===== src/rtl/mem_if_pkg.sv =====
// Shared definitions for the mem_master CPU-to-memory bridge.
//   - FSM state encoding (ISSUE2/CAPTURE2 exist only with MEM_MASTER_UNALIGNED_EN)
//   - MEM_BYTES default and request latency constants (cycles from accept to resp_valid)
//   - access_err(): range / alignment check applied to an incoming request
// Optional feature macro: MEM_MASTER_UNALIGNED_EN (split odd-address word accesses).
package mem_if_pkg;

   localparam int MEM_BYTES_DEFAULT = 128;

   localparam logic [2:0] ST_IDLE     = 3'd0;
   localparam logic [2:0] ST_ISSUE    = 3'd1;
   localparam logic [2:0] ST_CAPTURE  = 3'd2;
   localparam logic [2:0] ST_RESP     = 3'd3;
`ifdef MEM_MASTER_UNALIGNED_EN
   localparam logic [2:0] ST_ISSUE2   = 3'd4;
   localparam logic [2:0] ST_CAPTURE2 = 3'd5;
`endif

   localparam int LAT_ERR         = 1;
   localparam int LAT_LOAD        = 3;
   localparam int LAT_STORE       = 2;
   localparam int LAT_SPLIT_LOAD  = 5;
   localparam int LAT_SPLIT_STORE = 3;

   // The second byte of an unaligned word uses addr+1 computed in 16 bits,
   // so 0xFFFF wraps to 0x0000 before being range-checked.
   function automatic logic access_err(input logic [15:0] addr,
                                       input logic        byte_acc,
                                       input logic [31:0] limit);
`ifdef MEM_MASTER_UNALIGNED_EN
      logic [15:0] addr_p1;
      addr_p1 = addr + 16'd1;
`endif
      access_err = ({16'h0000, addr} >= limit);
      if (!byte_acc && addr[0]) begin
`ifdef MEM_MASTER_UNALIGNED_EN
         if ({16'h0000, addr_p1} >= limit) access_err = 1'b1;
`else
         access_err = 1'b1;
`endif
      end
   endfunction

endpackage


===== src/rtl/mem_lane_steer.sv =====
// Combinational byte-lane steering between CPU data and the memory bus.
//   st_byte/st_hi/st_wdata -> st_lane : store data (byte stores put the chosen
//                                       byte in [7:0], upper lane zero)
//   ld_byte/ld_merge/ld_lo/mem_rdata -> ld_data : load result (memory already
//                                       lane-shifts bytes into [7:0])
module mem_lane_steer (
   input  logic        st_byte,
   input  logic        st_hi,
   input  logic [15:0] st_wdata,
   output logic [15:0] st_lane,
   input  logic        ld_byte,
   input  logic        ld_merge,
   input  logic [7:0]  ld_lo,
   input  logic [15:0] mem_rdata,
   output logic [15:0] ld_data
);

   always_comb begin
      st_lane = st_wdata;
      if (st_byte) st_lane = {8'h00, (st_hi ? st_wdata[15:8] : st_wdata[7:0])};

      ld_data = mem_rdata;
      // merge: second byte of a split load becomes the upper byte
      if (ld_merge)     ld_data = {mem_rdata[7:0], ld_lo};
      else if (ld_byte) ld_data = {8'h00, mem_rdata[7:0]};
   end

endmodule


===== src/rtl/mem_master.sv =====
// CPU request -> single-port memory bus master.
//   req_*  : CPU request (valid/ready handshake, write, byte, addr, wdata)
//   resp_* : one-cycle completion pulse with load data and error flag
//   mem_*  : registered memory bus (word address, byte select/enable, wait)
// Synchronous active-high rst. Optional macro MEM_MASTER_UNALIGNED_EN splits
// odd-address word accesses into two byte accesses; without it they error.
//
// state    | meaning
// IDLE     | req_ready high, waiting for a request
// ISSUE    | mem_en high, held while mem_wait
// CAPTURE  | load data sampled from mem_rdata
// ISSUE2   | second byte of a split access (unaligned build only)
// CAPTURE2 | second byte of a split load captured (unaligned build only)
// RESP     | resp_valid pulse
module mem_master
   import mem_if_pkg::*;
#(
   parameter int MEM_BYTES = MEM_BYTES_DEFAULT
) (
   input  logic        clk,
   input  logic        rst,
   input  logic        req_valid,
   output logic        req_ready,
   input  logic        req_write,
   input  logic        req_byte,
   input  logic [15:0] req_addr,
   input  logic [15:0] req_wdata,
   output logic        resp_valid,
   output logic [15:0] resp_rdata,
   output logic        resp_err,
   output logic        mem_en,
   output logic        mem_write_enable,
   output logic        mem_byte_select,
   output logic        mem_byte_enable,
   output logic [15:0] mem_addr,
   output logic [15:0] mem_wdata,
   input  logic [15:0] mem_rdata,
   input  logic        mem_wait
);

   logic [2:0]  state;
   logic        q_write;
   logic        q_byte;
   logic        acc_err;
   logic        split_req;
   logic        st_byte;
   logic        st_hi;
   logic        ld_merge;
   logic [7:0]  ld_lo;
   logic [15:0] st_wdata;
   logic [15:0] st_lane;
   logic [15:0] ld_data;

   assign req_ready = (state == ST_IDLE);
   assign acc_err   = access_err(req_addr, req_byte, 32'(MEM_BYTES));

`ifdef MEM_MASTER_UNALIGNED_EN
   logic        q_split;
   logic [15:0] q_addr_p1;
   logic [15:0] q_wdata;
   logic [7:0]  lo_q;

   assign split_req = !req_byte && req_addr[0];
   // In IDLE the steer sees the live request; afterwards only the second
   // byte of a split store uses it, always the upper byte of latched data.
   assign st_byte   = (state == ST_IDLE) ? (req_byte || split_req) : 1'b1;
   assign st_hi     = (state != ST_IDLE);
   assign st_wdata  = (state == ST_IDLE) ? req_wdata : q_wdata;
   assign ld_merge  = (state == ST_CAPTURE2);
   assign ld_lo     = lo_q;
`else
   assign split_req = 1'b0;
   assign st_byte   = req_byte;
   assign st_hi     = 1'b0;
   assign st_wdata  = req_wdata;
   assign ld_merge  = 1'b0;
   assign ld_lo     = 8'h00;
`endif

   mem_lane_steer u_steer (
      .st_byte   (st_byte),
      .st_hi     (st_hi),
      .st_wdata  (st_wdata),
      .st_lane   (st_lane),
      .ld_byte   (q_byte),
      .ld_merge  (ld_merge),
      .ld_lo     (ld_lo),
      .mem_rdata (mem_rdata),
      .ld_data   (ld_data)
   );

   always_ff @(posedge clk) begin
      if (rst) begin
         state            <= ST_IDLE;
         q_write          <= 1'b0;
         q_byte           <= 1'b0;
         resp_valid       <= 1'b0;
         resp_err         <= 1'b0;
         resp_rdata       <= 16'h0000;
         mem_en           <= 1'b0;
         mem_write_enable <= 1'b0;
         mem_byte_select  <= 1'b0;
         mem_byte_enable  <= 1'b0;
         mem_addr         <= 16'h0000;
         mem_wdata        <= 16'h0000;
`ifdef MEM_MASTER_UNALIGNED_EN
         q_split          <= 1'b0;
         q_addr_p1        <= 16'h0000;
         q_wdata          <= 16'h0000;
         lo_q             <= 8'h00;
`endif
      end else begin
         resp_valid <= 1'b0;
         resp_err   <= 1'b0;
         resp_rdata <= 16'h0000;

         case (state)
            ST_IDLE: begin
               if (req_valid) begin
                  q_write <= req_write;
                  q_byte  <= req_byte;
`ifdef MEM_MASTER_UNALIGNED_EN
                  q_split   <= split_req;
                  q_addr_p1 <= req_addr + 16'd1;
                  q_wdata   <= req_wdata;
`endif
                  if (acc_err) begin
                     state      <= ST_RESP;
                     resp_valid <= 1'b1;
                     resp_err   <= 1'b1;
                  end else begin
                     state            <= ST_ISSUE;
                     mem_en           <= 1'b1;
                     mem_write_enable <= req_write;
                     mem_byte_select  <= req_addr[0];
                     mem_byte_enable  <= req_byte || split_req;
                     mem_addr         <= {1'b0, req_addr[15:1]};
                     mem_wdata        <= req_write ? st_lane : 16'h0000;
                  end
               end
            end

            ST_ISSUE: begin
               if (!mem_wait) begin
`ifdef MEM_MASTER_UNALIGNED_EN
                  // split store: keep mem_en high and move straight to byte 2
                  if (q_split && q_write) begin
                     state           <= ST_ISSUE2;
                     mem_byte_select <= q_addr_p1[0];
                     mem_addr        <= {1'b0, q_addr_p1[15:1]};
                     mem_wdata       <= st_lane;
                  end else
`endif
                  if (q_write) begin
                     state            <= ST_RESP;
                     resp_valid       <= 1'b1;
                     mem_en           <= 1'b0;
                     mem_write_enable <= 1'b0;
                  end else begin
                     state  <= ST_CAPTURE;
                     mem_en <= 1'b0;
                  end
               end
            end

            ST_CAPTURE: begin
`ifdef MEM_MASTER_UNALIGNED_EN
               if (q_split) begin
                  lo_q            <= mem_rdata[7:0];
                  state           <= ST_ISSUE2;
                  mem_en          <= 1'b1;
                  mem_byte_select <= q_addr_p1[0];
                  mem_addr        <= {1'b0, q_addr_p1[15:1]};
               end else
`endif
               begin
                  state      <= ST_RESP;
                  resp_valid <= 1'b1;
                  resp_rdata <= ld_data;
               end
            end

`ifdef MEM_MASTER_UNALIGNED_EN
            ST_ISSUE2: begin
               if (!mem_wait) begin
                  mem_en           <= 1'b0;
                  mem_write_enable <= 1'b0;
                  if (q_write) begin
                     state      <= ST_RESP;
                     resp_valid <= 1'b1;
                  end else begin
                     state <= ST_CAPTURE2;
                  end
               end
            end

            ST_CAPTURE2: begin
               state      <= ST_RESP;
               resp_valid <= 1'b1;
               resp_rdata <= ld_data;
            end
`endif

            ST_RESP: state <= ST_IDLE;

            default: state <= ST_IDLE;
         endcase
      end
   end

endmodule


===== config.mk =====
export PLATFORM = sky130hd
export DESIGN_NAME = mem_master
export DESIGN_NICKNAME = d
export VERILOG_FILES = /design/src/rtl/mem_if_pkg.sv /design/src/rtl/mem_lane_steer.sv /design/src/rtl/mem_master.sv
export SDC_FILE = /design/constraint.sdc
export NUM_CORES = 1
export LEC_CHECK = 0
export CAP_MARGIN = 0
export CORE_ASPECT_RATIO = 1.75
export CORE_UTILIZATION = 39
export CTS_CLUSTER_SIZE = 20
export DETAILED_ROUTE_END_ITERATION = 12
export PLACE_DENSITY = 0.79
export SYNTH_ARGS = -nofsm -noshare
export SYNTH_HDL_FRONTEND = slang
export SYNTH_SLANG_ARGS = --single-unit

===== constraint.sdc =====
create_clock -name clk -period 1.9 [get_ports clk]
set_input_delay 0.38 -clock clk [delete_from_list [all_inputs] [get_ports clk]]
set_output_delay 0.38 -clock clk [all_outputs]
set_load 0.02 [all_outputs]

==> metrics.md, run 1 <==
| Metric | Value |
|---|---|
| Status | `finished, violations left` |
| Failing checks | `DRC` |
| Worst EP required | `1.52 ns` |
| Worst R2R Path Depth | `6` |
| Mapped Cells | `between 200 and 250` |
| # DRC | `5` |
| Final Hold Fails | `0` |
| Met3 WL | `between 200 and 250 um` |
| Initial DRC count | `38` |
| Commonest non-fill, non-tap cells in the layout | `clkdlybuf4s50_1, dfxtp_1, o21ai_0` |
| Gr usage total | `about a fifth` |
| Unrepaired setup endpoints after global routing | `false` |
| Vias | `around 2,100` |
| Synthesis Warnings | `0` |
| # diodes | `0` |
| Post-route total power | `3.46 mW` |
| Routed WL | `approximately 5600 um` |
| Clock Latency Late Sink | `0.32 ns` |
| Switching pwr | `between 0.9 and 1 mW` |
| Most common cell after layout, fill and taps aside | `clkdlybuf4s50_1` |
| Synthesized area | `roughly 0.0021 sq mm` |
| Number of synthesized register bits | `57` |
| TritonCTS Buffers | `9` |
| Area delta synth->final | `67.6%` |
| Pwr dens | `about 960 mW/mm^2` |
| Delay-heaviest family, CP | `buffers and inverters` |
| Post-route antenna net violation count | `0` |
| R2r startpoint | `state[0]` |
| Clk root buf | `clkbuf_8` |
| Syn_area_per_cell | `roughly 9.4 sq um` |
| First-pass GRT wire length | `around 8700 um` |
| Clock Power Share | `36.5%` |
| Sw Share | `between 20% and 30%` |
| Post-DP HPWL | `4200 um` |
| Slowest cell on crit path | `dfxtp_1` |
| Comb power frac | `around 25%` |
| Nets@finish | `408` |
| Setup crit end kind | `primary output` |
| Worst Setup Path Type | `reg2out` |
| Worst Setup SP | `state[0]` |
| Final core occ | `67.9%` |
| GPL Wtd Cong | `about 0.84` |
| FMAX | `551 MHz` |
| DR WL/cell | `between 10 and 15 um` |
| CTS tree | `built` |
| Netlist cell types | `35` |
| Vias in the first global route | `between 1,500 and 2,000` |
| Pin count of the biggest net entering global routing | `28` |
| CP Max Fanout | `7` |
| Finish-stage setup viols | `0` |
| Hold worst-path end | `mem_addr[6]` |
| Peak supply drop | `between 0.4 and 0.5 mV` |
| Die area | `around 0.0058 sq mm` |
| Leak Pwr | `about 1.3 nW` |
| Met2 Wirelength | `3090 um` |
| Max cap viols | `0` |
| Floorplan die height | `between 100 and 150 um` |
| Clock Pin Slew Worst Setup and Hold Paths | `about 0.06 ns` |
| Layout cells sized above 1 | `a little under an eighth` |
| Final period util | `between 90% and 100%` |
| Initial Utilization | `40.5%` |
| Bufs and invs on worst path | `2` |
| Post-Syn Nets | `about 290` |
| Max clock buf depth | `2` |
| HP Class | `reg2reg` |
| Hold Buf Count CTS | `0` |
| H-Tree Depth | `3` |
| Top sig layer | `met4` |
| M1 WL | `2130 um` |
| Reg2reg end | `state[1]` |
| Grt total ovfl | `0` |
| CP peak stage delay | `around 0.38 ns` |
| Antenna violations before repair | `0` |
| Sequential power share | `a little under two fifths` |
| Clk_skew | `around 0.0044 ns` |
| Ports | `109` |
| Element type at the critical path start | `flop` |
| Slew Limit Fails | `0` |
| DR vias/cell | `between 4 and 5` |
| Hold path cells | `1` |
| DRT Pass-1 Iters | `8` |
| PortBufs | `~110` |
| Pint | `approximately 2.5 mW` |
| # clock sinks | `57` |
| Sequential cell area fraction in the yosys report | `between 50% and 60%` |
| Die Wd | `~58 um` |
| Min Tclk post-route | `1.82 ns` |
| WP data arrival | `1.44 ns` |
| Core footprint | `around 0.0053 sq mm` |
| Reg2Reg Setup Slack | `between 0.2 and 0.25 ns` |
| Hold Path Origin | `mem_addr[6]` |
| FP Rows | `35` |
| Post-CTS setup buffer count | `0` |
| Cell Chain, Critical Path | `inv_1, ha_1, dlygate4sd2_1` |
## worst max path at each step
stage | endpoint | slack (ns) | cells after the start
final | req_ready | 0.08 | 3
after global routing | req_ready | 0.009 | 3
after CTS | req_ready | 0.07 | 3
after detailed placement | mem_wdata[6] | -0.15 | 6
after global placement | mem_wdata[7] | -0.10 | 6
after floorplan | state[1] | 0.22 | 6
## cell type report
| cell class | count | area, sq um |
|---|---|---|
| tap | 74 | 92.6 |
| timing repair buffer | 126 | 1220 |
| clock buffer | 11 | 151 |
| multi-input combinational | 152 | 895 |
| inverter | 4 | 15.0 |
| clock inverter | 5 | 77.6 |
| sequential | 57 | 1140 |
| fill | 452 | 1700 |
## repair_timing
item | 4_1_cts | 5_1_grt
setup endpoints to repair | 1 | 0
endpoints found under the hold margin | 0 | 0
resized for setup | 1 | 0
## cell usage after synthesis (all sizes together)
cell	instances	area (sq um)
a211oi	4	40.0
a21o	1	7.51
a21oi	22	114
a221oi	1	8.76
a22oi	1	7.51
a311oi	1	8.76
and2	26	163
and4	1	8.76
buf	7	63.8
clkbuf	8	31.3
conb	1	3.75
dfxtp	57	1140
ha	4	50.1
inv	4	15.0
mux2	1	11.3
nand2	16	67.6
nand2b	1	6.26
nand3	8	40.0
nand4	9	56.3
nor2	2	7.51
nor2b	10	62.6
nor3	4	20.0
nor3b	3	22.5
nor4	1	12.5
o21ai	34	170
or3	1	6.26
## registers in the layout, summed over array words and instances, names as in the netlist
register and cells:
mem_write_enable 1, q_byte 1, state 2, resp_err 1
mem_en 1, mem_byte_enable 1, mem_addr 15, q_write 1
resp_rdata 16, mem_wdata 16, mem_byte_select 1, resp_valid 1
## power groups by stage
stage | registers, mW | clock network, mW | logic, mW
after CTS | 1.32 | 1.29 | 0.880
final | 1.32 | 1.26 | 0.875
after global routing | 1.33 | 1.34 | 0.949
after global placement | 1.34 | 0 | 0.868
after detailed placement | 1.35 | 0 | 0.887
after floorplan | 1.41 | 0 | 0.404
## per-stage QoR
| step | TNS (ns) | setup WS [ns] | hold slack (ns) | instances | area [sq um] |
|---|---|---|---|---|---|
| after floorplan | 0 | 0.219 | 0.437 | 228 | 2150 |
| after global placement | -2.15 | -0.101 | 0.443 | 413 | 3370 |
| after detailed placement | -3.18 | -0.151 | 0.447 | 413 | 3370 |
| after CTS | 0 | 0.0700 | 0.462 | 429 | 3600 |
| after global routing | 0 | 0.00911 | 0.479 | 429 | 3600 |
| final | 0 | 0.0847 | 0.456 | 429 | 3600 |
## cells by family after synthesis
| kind of cell | Yosys count | synth area share, % |
|---|---|---|
| AOI/OAI and AO/OA | 64 | 16.6 |
| buffers and inverters | 19 | 5.13 |
| muxes | 1 | 0.525 |
| adders and majority gates | 4 | 2.33 |
| and+or+nand+nor | 82 | 22.0 |
| DFF | 57 | 53.2 |
| other | 1 | 0.175 |
## layer usage
metal / up-vias / global-route usage [%]
li1: 1028 / -
met3: 13 / 2.06
met4: 0 / 12.5
met1: 960 / 20.3
met2: 71 / 35.4
met5: - / 0
Note: power is estimated with default switching activity, not from simulation.
==> run 2, diff against run 1 <==
Settings changed: CTS_CLUSTER_DIAMETER from default to 40.
==> results of run 2 <==
Final layout, timing and power as in run 1 (identical DEF).
==> run 3, diff against run 2 <==
Settings changed: PLACE_DENSITY 0.79 to 0.9.
==> metrics.md, run 3 (synthesis results as in run 1) <==
| Metric | Value |
|---|---|
| Status | `finished, violations left` |
| Failing checks | `DRC` |
| Worst EP required | `1.52 ns` |
| GPL Wtd Cong | `between 0.7 and 0.8` |
| Vias in the first global route | `around 2,100` |
| # DRC | `3` |
| Pwr dens | `around 950 mW/mm^2` |
| Core footprint | `~0.0053 sq mm` |
| Post-route antenna net violation count | `0` |
| Element type at the critical path start | `flop` |
| # clock sinks | `57` |
| H-Tree Depth | `3` |
| Cell Chain, Critical Path | `inv_1, ha_1, dlygate4sd2_1` |
| Clock Pin Slew Worst Setup and Hold Paths | `approximately 0.07 ns` |
| DR vias/cell | `about 5.0` |
| FP Rows | `35` |
| Finish-stage setup viols | `0` |
| Clk root buf | `clkbuf_8` |
| Worst Setup Path Type | `reg2out` |
| Die Wd | `~58 um` |
| Non-filler cells, final | `424` |
| CTS tree | `built` |
| Antenna violations before repair | `0` |
| Fin area | `0.00355 sq mm` |
| TritonCTS Buffers | `9` |
| Worst R2R Path Depth | `6` |
| Die area | `roughly 0.0058 sq mm` |
| DR WL/cell | `approximately 14 um` |
| Ports | `~110` |
| FMAX | `~560 MHz` |
| Slew Limit Fails | `0` |
| Leak Pwr | `around 1.3 nW` |
| Commonest non-fill, non-tap cells in the layout | `clkdlybuf4s50_1, dfxtp_1, o21ai_0` |
| Final core occ | `about two thirds` |
| Initial DRC count | `73` |
| Placed cell count | `slightly above 400` |
| Min Tclk post-route | `around 1.8 ns` |
| Vias | `~2,100` |
| Slowest cell on crit path | `dfxtp_1` |
| # diodes | `0` |
| Max cap viols | `0` |
| Clk_skew | `0.00878 ns` |
| Fillers | `approximately 430` |
| Final period util | `between 90 and 100%` |
| Grt total ovfl | `0` |
| Post-route total power | `3.37 mW` |
| Setup WS pre-CTS | `-0.0693 ns` |
| Hold Path Origin | `mem_addr[13]` |
| WP data arrival | `1.41 ns` |
| Layout cells sized above 1 | `about a tenth` |
| Final hold slack | `around 0.46 ns` |
| Unrepaired setup endpoints after global routing | `false` |
| Clock Latency Late Sink | `approximately 0.33 ns` |
| Most common cell after layout, fill and taps aside | `clkdlybuf4s50_1` |
| Max clock buf depth | `2` |
| Delay-heaviest family, CP | `buffers and inverters` |
| Post-CTS setup buffer count | `0` |
| Gr usage total | `about a fifth` |
| Initial Utilization | `40.5%` |
| CP peak stage delay | `between 0.3 and 0.4 ns` |
| Pin count of the biggest net entering global routing | `29` |
| Peak supply drop | `between 0.4 and 0.5 mV` |
| Final Hold Fails | `0` |
| Biggest regs | `mem_wdata x16, resp_rdata x16, mem_addr x15` |
| Setup TNS | `0 ns` |
| CP Max Fanout | `7` |
| Area delta synth->final | `65.2%` |
| Post-DP HPWL | `4380 um` |
| Setup crit end kind | `primary output` |
| Nets@finish | `403` |
| Final worst setup slack | `0.107 ns` |
| Crit path depth | `3` |
| Worst Setup SP | `state[0]` |
| Floorplan die height | `around 100 um` |
| R2r startpoint | `state[0]` |
| Post-DP Area | `0.00333 sq mm` |
| Routed WL | `between 5000 and 6000 um` |
| PortBufs | `around 110` |
| First-pass GRT wire length | `9320 um` |
| Bufs and invs on worst path | `2` |
| DRT Pass-1 Iters | `8` |
| Hold path cells | `1` |
| HP Class | `reg2reg` |
==> run 3: final cells by class <==
type	count	area, sq um	share of cell area [%]
timing repair buffer	121	1190	33.5
sequential	57	1140	32.2
multi-input combinational	152	895	25.2
clock buffer	12	165	4.66
tap	74	92.6	2.61
clock inverter	4	50.0	1.41
inverter	4	15.0	0.423
==> run 3: final timing paths <==
path,endpoint,slack [ns]
setup reg to reg,state[1],0.16
setup / recovery,req_ready,0.11
hold / removal,mem_addr[13],0.46
hold reg to reg,mem_addr[13],0.46
==> run 3: report_power, final <==
part           internal (mW)  leakage [nW]  switching (mW)
Clock                  0.710         0.105           0.479
Combinational          0.400         0.745           0.463
Sequential              1.28         0.461          0.0411
==> run 3: layer usage <==
layer | GRT usage [%] | share of wire [%] | vias to the layer above
met4 | 15.0 | 3.2 | 0
met5 | 0 | 0 | -
met2 | 37.3 | 56 | 78
met3 | 3.35 | 4.0 | 17
met1 | 21.5 | 36 | 985
li1 | - | - | 1022
==> run 3: what timing repair did <==
item | 4_1_cts | 5_1_grt
gates resized for setup | 1 | 0
endpoints found under the hold margin | 0 | 0
endpoints found under the setup margin | 1 | 0
hold buffers | 0 | 0
